==> config.mk <==
export PLATFORM = sky130hd
export DESIGN_NAME = btn_debounce_pulse
export DESIGN_NICKNAME = d
export VERILOG_FILES = /design/src/rtl/btn_debounce_pulse.sv
export SDC_FILE = /design/constraint.sdc
export NUM_CORES = 1
export LEC_CHECK = 0
export ABC_AREA = 1
export CORE_MARGIN = 8
export CORE_UTILIZATION = 58
export CTS_BUF_LIST = sky130_fd_sc_hd__clkbuf_2 sky130_fd_sc_hd__clkbuf_4 sky130_fd_sc_hd__clkbuf_8
export DETAILED_ROUTE_END_ITERATION = 10
export HOLD_SLACK_MARGIN = 0.06
export PLACE_DENSITY_LB_ADDON = 0.1
export SYNTH_ARGS = -nofsm -noshare
export SYNTH_HDL_FRONTEND = slang
export SYNTH_SLANG_ARGS = --single-unit
export TNS_END_PERCENT = 10
==> constraint.sdc <==
create_clock -name clk -period 1.7 [get_ports clk]
set_input_delay 0.255 -clock clk [delete_from_list [all_inputs] [get_ports clk]]
set_output_delay 0.255 -clock clk [all_outputs]
set_load 0.02 [all_outputs]
==> src/rtl/btn_debounce_pulse.sv <==
// Push-button conditioner: two-flop synchroniser, stability-confirmed debounce FSM,
// one-cycle press pulse and a saturating count of aborted confirmations.
module btn_debounce_pulse #(
  parameter int DB_CYCLES = 4,
  parameter int CNT_W     = 8,
  parameter int GL_W      = 8
) (
  input  logic            clk,
  input  logic            rst,
  input  logic            btn_in,
  output logic            x_pulse,
  output logic            level,
  output logic [GL_W-1:0] glitch_cnt
);

  typedef enum logic [1:0] {
    IDLE    = 2'd0,
    CONF_HI = 2'd1,
    HIGH    = 2'd2,
    CONF_LO = 2'd3
  } state_t;

  localparam logic [CNT_W-1:0] CNT_LAST = CNT_W'(DB_CYCLES - 1);
  localparam logic [GL_W-1:0]  GL_MAX   = '1;

  state_t           state_q;
  logic             s1_q;
  logic             s_btn_q;
  logic [CNT_W-1:0] cnt_q;
  logic             x_pulse_q;
  logic             level_q;
  logic [GL_W-1:0]  glitch_q;
  logic [GL_W-1:0]  glitch_d;

  always_comb begin
    glitch_d = glitch_q;
    if (glitch_q != GL_MAX) glitch_d = glitch_q + GL_W'(1);
  end

  always_ff @(posedge clk or posedge rst) begin
    if (rst) begin
      state_q   <= IDLE;
      s1_q      <= 1'b0;
      s_btn_q   <= 1'b0;
      cnt_q     <= '0;
      x_pulse_q <= 1'b0;
      level_q   <= 1'b0;
      glitch_q  <= '0;
    end else begin
      s1_q      <= btn_in;
      s_btn_q   <= s1_q;
      x_pulse_q <= 1'b0;
      case (state_q)
        IDLE: begin
          if (s_btn_q) begin
            state_q <= CONF_HI;
            cnt_q   <= '0;
          end
        end
        CONF_HI: begin
          if (!s_btn_q) begin
            state_q  <= IDLE;
            glitch_q <= glitch_d;
          end else if (cnt_q == CNT_LAST) begin
            state_q   <= HIGH;
            level_q   <= 1'b1;
            x_pulse_q <= 1'b1;
          end else begin
            cnt_q <= cnt_q + CNT_W'(1);
          end
        end
        HIGH: begin
          if (!s_btn_q) begin
            state_q <= CONF_LO;
            cnt_q   <= '0;
          end
        end
        CONF_LO: begin
          // a release only drops the level; it never pulses
          if (s_btn_q) begin
            state_q  <= HIGH;
            glitch_q <= glitch_d;
          end else if (cnt_q == CNT_LAST) begin
            state_q <= IDLE;
            level_q <= 1'b0;
          end else begin
            cnt_q <= cnt_q + CNT_W'(1);
          end
        end
        default: begin
          state_q <= IDLE;
          cnt_q   <= '0;
          level_q <= 1'b0;
        end
      endcase
    end
  end

  assign x_pulse    = x_pulse_q;
  assign level      = level_q;
  assign glitch_cnt = glitch_q;

endmodule

* Word-level counts from Yosys, hierarchy flattened
Index checks and enable logic that the tools add are counted.
** Word-level totals
- Bits in registers :: 22
- Bits of input ports :: 3
** Operators by class
- $add $sub $neg :: 2
- Eq/ne operators :: 15
- Muxes and demuxes :: 25
- Reduce and logical (&&, ||, !) cells :: 6
** Operator list (count)
- $mux W8 :: 8
- $pmux W8 S4 :: 1
- $add A8 B1 Y8 const B :: 2
- $ne A2 B2 Y1 const B :: 8
- $pmux W8 S2 :: 1
- $mux W2 :: 6
- $eq A8 B2 Y1 const B :: 1
- $ne A8 B8 Y1 const B :: 1
- $pmux W2 S4 :: 1
- $reduce_and A4 Y1 :: 2
- $mux W1 :: 7
- $ne A3 B3 Y1 const B :: 2
- $reduce_and A5 Y1 :: 1
- $eq A2 B2 Y1 const B :: 2
- $reduce_and A3 Y1 :: 1
- $eq A2 B1 Y1 const B :: 1
- $logic_not A2 Y1 :: 1
- $pmux W1 S2 :: 1
- $reduce_bool A2 Y1 :: 1

* Longest topological paths before layout
- Word-level depth :: 4
- Gate-level depth with buffers :: 9
- Depth with buffers taken out :: 9

* Worst setup path before layout
OpenSTA, ideal clock, no wires.
- Path kind :: reg2reg
- Start point :: register glitch_q[0] (netlist: glitch_cnt[0])
- End point :: register glitch_q[2] (netlist: glitch_cnt[2])
- Setup time :: 0.128 ns
- Arrival :: 1.230 ns
- Required time :: 1.572 ns
- Path slack :: 0.342 ns
- Cell stages (with the launch flop) :: 8
- Path buffers :: 0
- Period minus slack after synthesis :: 1.358 ns
- Cells stage by stage :: dfrtp_1 -> ha_1 -> nand2_1 -> inv_1 -> nand3_1 -> nand3_1 -> nand2_1 -> o21ai_0
** On the way
- Longest elaborated chain between the ends :: 4
** RTL lines
- start, declared :: RTL line 32 : logic [GL_W-1:0] glitch_q;
- start signal, assigned :: RTL line 63 : glitch_q <= glitch_d;
- start signal, assigned :: RTL line 82 : glitch_q <= glitch_d;
- $add A8 B1 Y8 or $ne A8 B8 Y1 (tied branches) :: RTL line 37 : if (glitch_q != GL_MAX) glitch_d = glitch_q + GL_W'(1);
- $mux W8 (*) :: RTL line 37
- $mux W8 (on tied branches) :: RTL line 80, 61
- $pmux W8 S2 (*) :: RTL line 53 : case (state_q)
Mark *: on every way between the ends. The rest lies on a longest branch, timed or not. The select of a mux whose other input is x is not followed.
A chain may end at the register's enable or synchronous reset.

* Worst setup path after layout
- Start point :: register glitch_q[0] (netlist: glitch_cnt[0])
- End point :: output port glitch_cnt[0]
** RTL lines
- end, declared :: RTL line 13 : output logic [GL_W-1:0] glitch_cnt
No word-level cell between the ends.

==> metrics <==
status completed; Slew headroom 81.7%; Worst Skew between 8 and 9 ps; fin nets 185; IO Port Bufs 12; Detailed Routing Iterations Pass 1 4; NetSw roughly 0.74 mW; crit end category output pin; antenna cells 0; post-route minimum period 1620 ps; WP data required 1440 ps; Peak VDD IR 0.811 mV; Worst R2R Start cnt_q[1]$_DFFE_PP0P_; Internal 1.14 mW; CP cell instances clkdlybuf4s50_1; Syn Inst Count 163; Site Rows 16; crit path launch glitch_cnt[0]$_DFFE_PP0P_; GRT overflow 0; CP arrival 1370 ps; setup tns final 0 ps; R2R setup slack 210 ps; Seq pwr share 39.6%; R2R depth 8; synth top area cells dfrtp_1 45%, nand2_1 18%, nand3_1 7.4%; worst path bufs/invs 1; CP Class reg2out; chip width between 60 and 70 µm; Worst-Skew Late Latency between 300 and 400 ps; post-synthesis simple-gate area fraction 34.5%; vias in the first global route 1013; Clock transition at path regs 130 ps; DR WL met3 roughly 86 µm; # IOs 13; CTS HTree Levels 1; Hold WC Path Type in2async; RSZ-0062 raised after global routing no; Routed Wire Length 2.48 mm; Cell variety after synth 21; Slew @ Worst Pin between 200 and 300 ps; synthesized area approximately 0.0012 mm²; CTS tree yes; RePlAce Congestion between 0.8 and 0.9; clk root buf clkbuf_4; reg2reg end cnt_q[4]$_DFFE_PP0P_; first-pass GRT wire length between 4 and 5 mm; sequential area share after synthesis approximately 45%; met2 wire length 1.19 mm; Max Freq roughly 620 MHz; syn avg cell area 7.48 µm²; DR iter-0 viols 30; Combinational Power Share 38.9%; type of origin of the critical path flip-flop; DRC viols 0; final period utilization 95.5%; antenna violations before repair 0; clock buffer depth 2; met1 wire length 1.14 mm; XOR/XNOR share of the synthesized area 4.21%; syn_nets around 170; Area Growth Syn to Fin 17.1%; Yosys top cell area share 45.1%; Clk pwr share 21.5%; worst-path fanout max 5; Ys Warns 0; TritonCTS buffer count 3; clk sink count 22; Max stage delay on crit path 630 ps; wire length per cell after detailed routing 12.1 µm; die area 0.00383 mm²; largest net degree at the start of global routing 23; Max Cap Violations 0; HPWL after detailed placement 1.85 mm; final setup fails 0; slowest cell on the critical path clkdlybuf4s50_1; CP top delay family buffers and inverters; Yosys top cell by area dfrtp_1; adder-cell share of the synthesized area under 10%; Die Y 61.9 µm; final core utilization 72.1%; Leakage just under 0.8 nW; max layer used met4; Initial Util 61.6%; total track usage 14.6%; CORE AREA 0.00198 mm²; Antenna Violating Nets Remaining 0; #FFs+latches synth 22; largest family of logic cells by synthesized area simple AND/OR/NAND/NOR gates; Compound-Gate Fraction of Synth Area 6.67%; multiplexer share of the synthesized area 0%; Hold Vio Cnt, Final 0; Fill cells 159; vias per cell 5.25; ratio of total power to cell area 1320 mW/mm²; # hold bufs at CTS 0; Sw Share 39.3%; layout cell share with drive strength beyond 1 a little over a tenth; via count 1082; max-slew violation count 0
==> cell usage in the layout (no fill, tap or decap), drive strengths merged, types with 3 or more instances in the layout <==
master / netlist / layout
nand2: 60 / 60
dfrtp: 22 / 22
inv: 20 / 20
nand3: 18 / 18
nor2: 14 / 14
o21ai: 14 / 14
clkdlybuf4s50: 0 / 6
xnor2: 4 / 4
nand4: 3 / 3
clkbuf: 0 / 3
dlymetal6s2s: 0 / 3
dlygate4sd2: 0 / 3
==> repair_timing <==
item / in CTS / in global routing
resized for setup: 3 / 3
setup endpoints to repair: 3 / 3
gates cloned: 0 / 0
hold endpoints to repair: 0 / 0
pin swaps: 0 / 0
buffers inserted: 0 / 0
==> per-layer routing <==
metal / track usage [%] / vias to the layer above
li1: - / 550
met1: 16.1 / 506
met2: 25.1 / 19
met3: 3.09 / 7
met4: 8.44 / 0
met5: 0 / -
==> sequential cells by signal (all words and copies together), names as in the netlist, named ones only <==
signal      flops
cnt_q           8
glitch_cnt      8
level           1
x_pulse         1
s1_q            1
s_btn_q         1
state_q         1
==> power groups by stage <==
stage | sequential [mW] | combinational [mW] | clock [mW]
floorplan | 0.802 | 0.492 | 0
global placement | 0.749 | 0.743 | 0
detailed placement | 0.756 | 0.754 | 0
CTS | 0.746 | 0.747 | 0.411
global route | 0.765 | 0.825 | 0.432
finish | 0.746 | 0.733 | 0.405
==> cell usage after synthesis (all sizes together) <==
cell type,n
nor3,2
nand3,18
xnor2,4
or2,1
nand2,60
nand4,3
inv,20
xor2,1
o21ai,14
nor2,14
dfrtp,22
buf,2
ha,2
==> worst max path at each step <==
stage,end,slack [ps],cells past startpoint
global placement,cnt_q[3]$_DFFE_PP0P_,260,8
detailed placement,cnt_q[3]$_DFFE_PP0P_,240,8
floorplan,glitch_cnt[2]$_DFFE_PP0P_,340,7
finish,glitch_cnt[0],80,1
global route,glitch_cnt[0],20,1
CTS,glitch_cnt[1],30,1
==> logic make-up after synthesis <==
group,Yosys count
compound gates,14
xor+xnor,5
fa+ha+maj,2
buf+inv,22
flops,22
simple gates,98
==> stage by stage <==
step | hold WS (ps) | worst slack (ps) | instances | power (mW) | cell area, µm²
after global placement | 335 | 263 | 202 | 1.49 | 1370
after CTS | 246 | 34.0 | 206 | 1.90 | 1420
after floorplan | 244 | 342 | 163 | 1.29 | 1220
after global routing | 278 | 24.6 | 206 | 2.02 | 1430
after detailed placement | 349 | 236 | 202 | 1.51 | 1370
final | 243 | 75.9 | 206 | 1.88 | 1430
==> cell type report <==
cell class                      instances  area, µm²  share of cell area [%]
Multi-Input combinational cell        119        578                    40.5
Sequential cell                        22        551                    38.5
Timing Repair Buffer                   14        139                    9.72
Inverter                               20       75.1                    5.25
Tap cell                               27       33.8                    2.36
Clock inverter                          1       30.0                    2.10
Clock buffer                            3       22.5                    1.58
No activity file was read; power rests on OpenSTA's default activity.
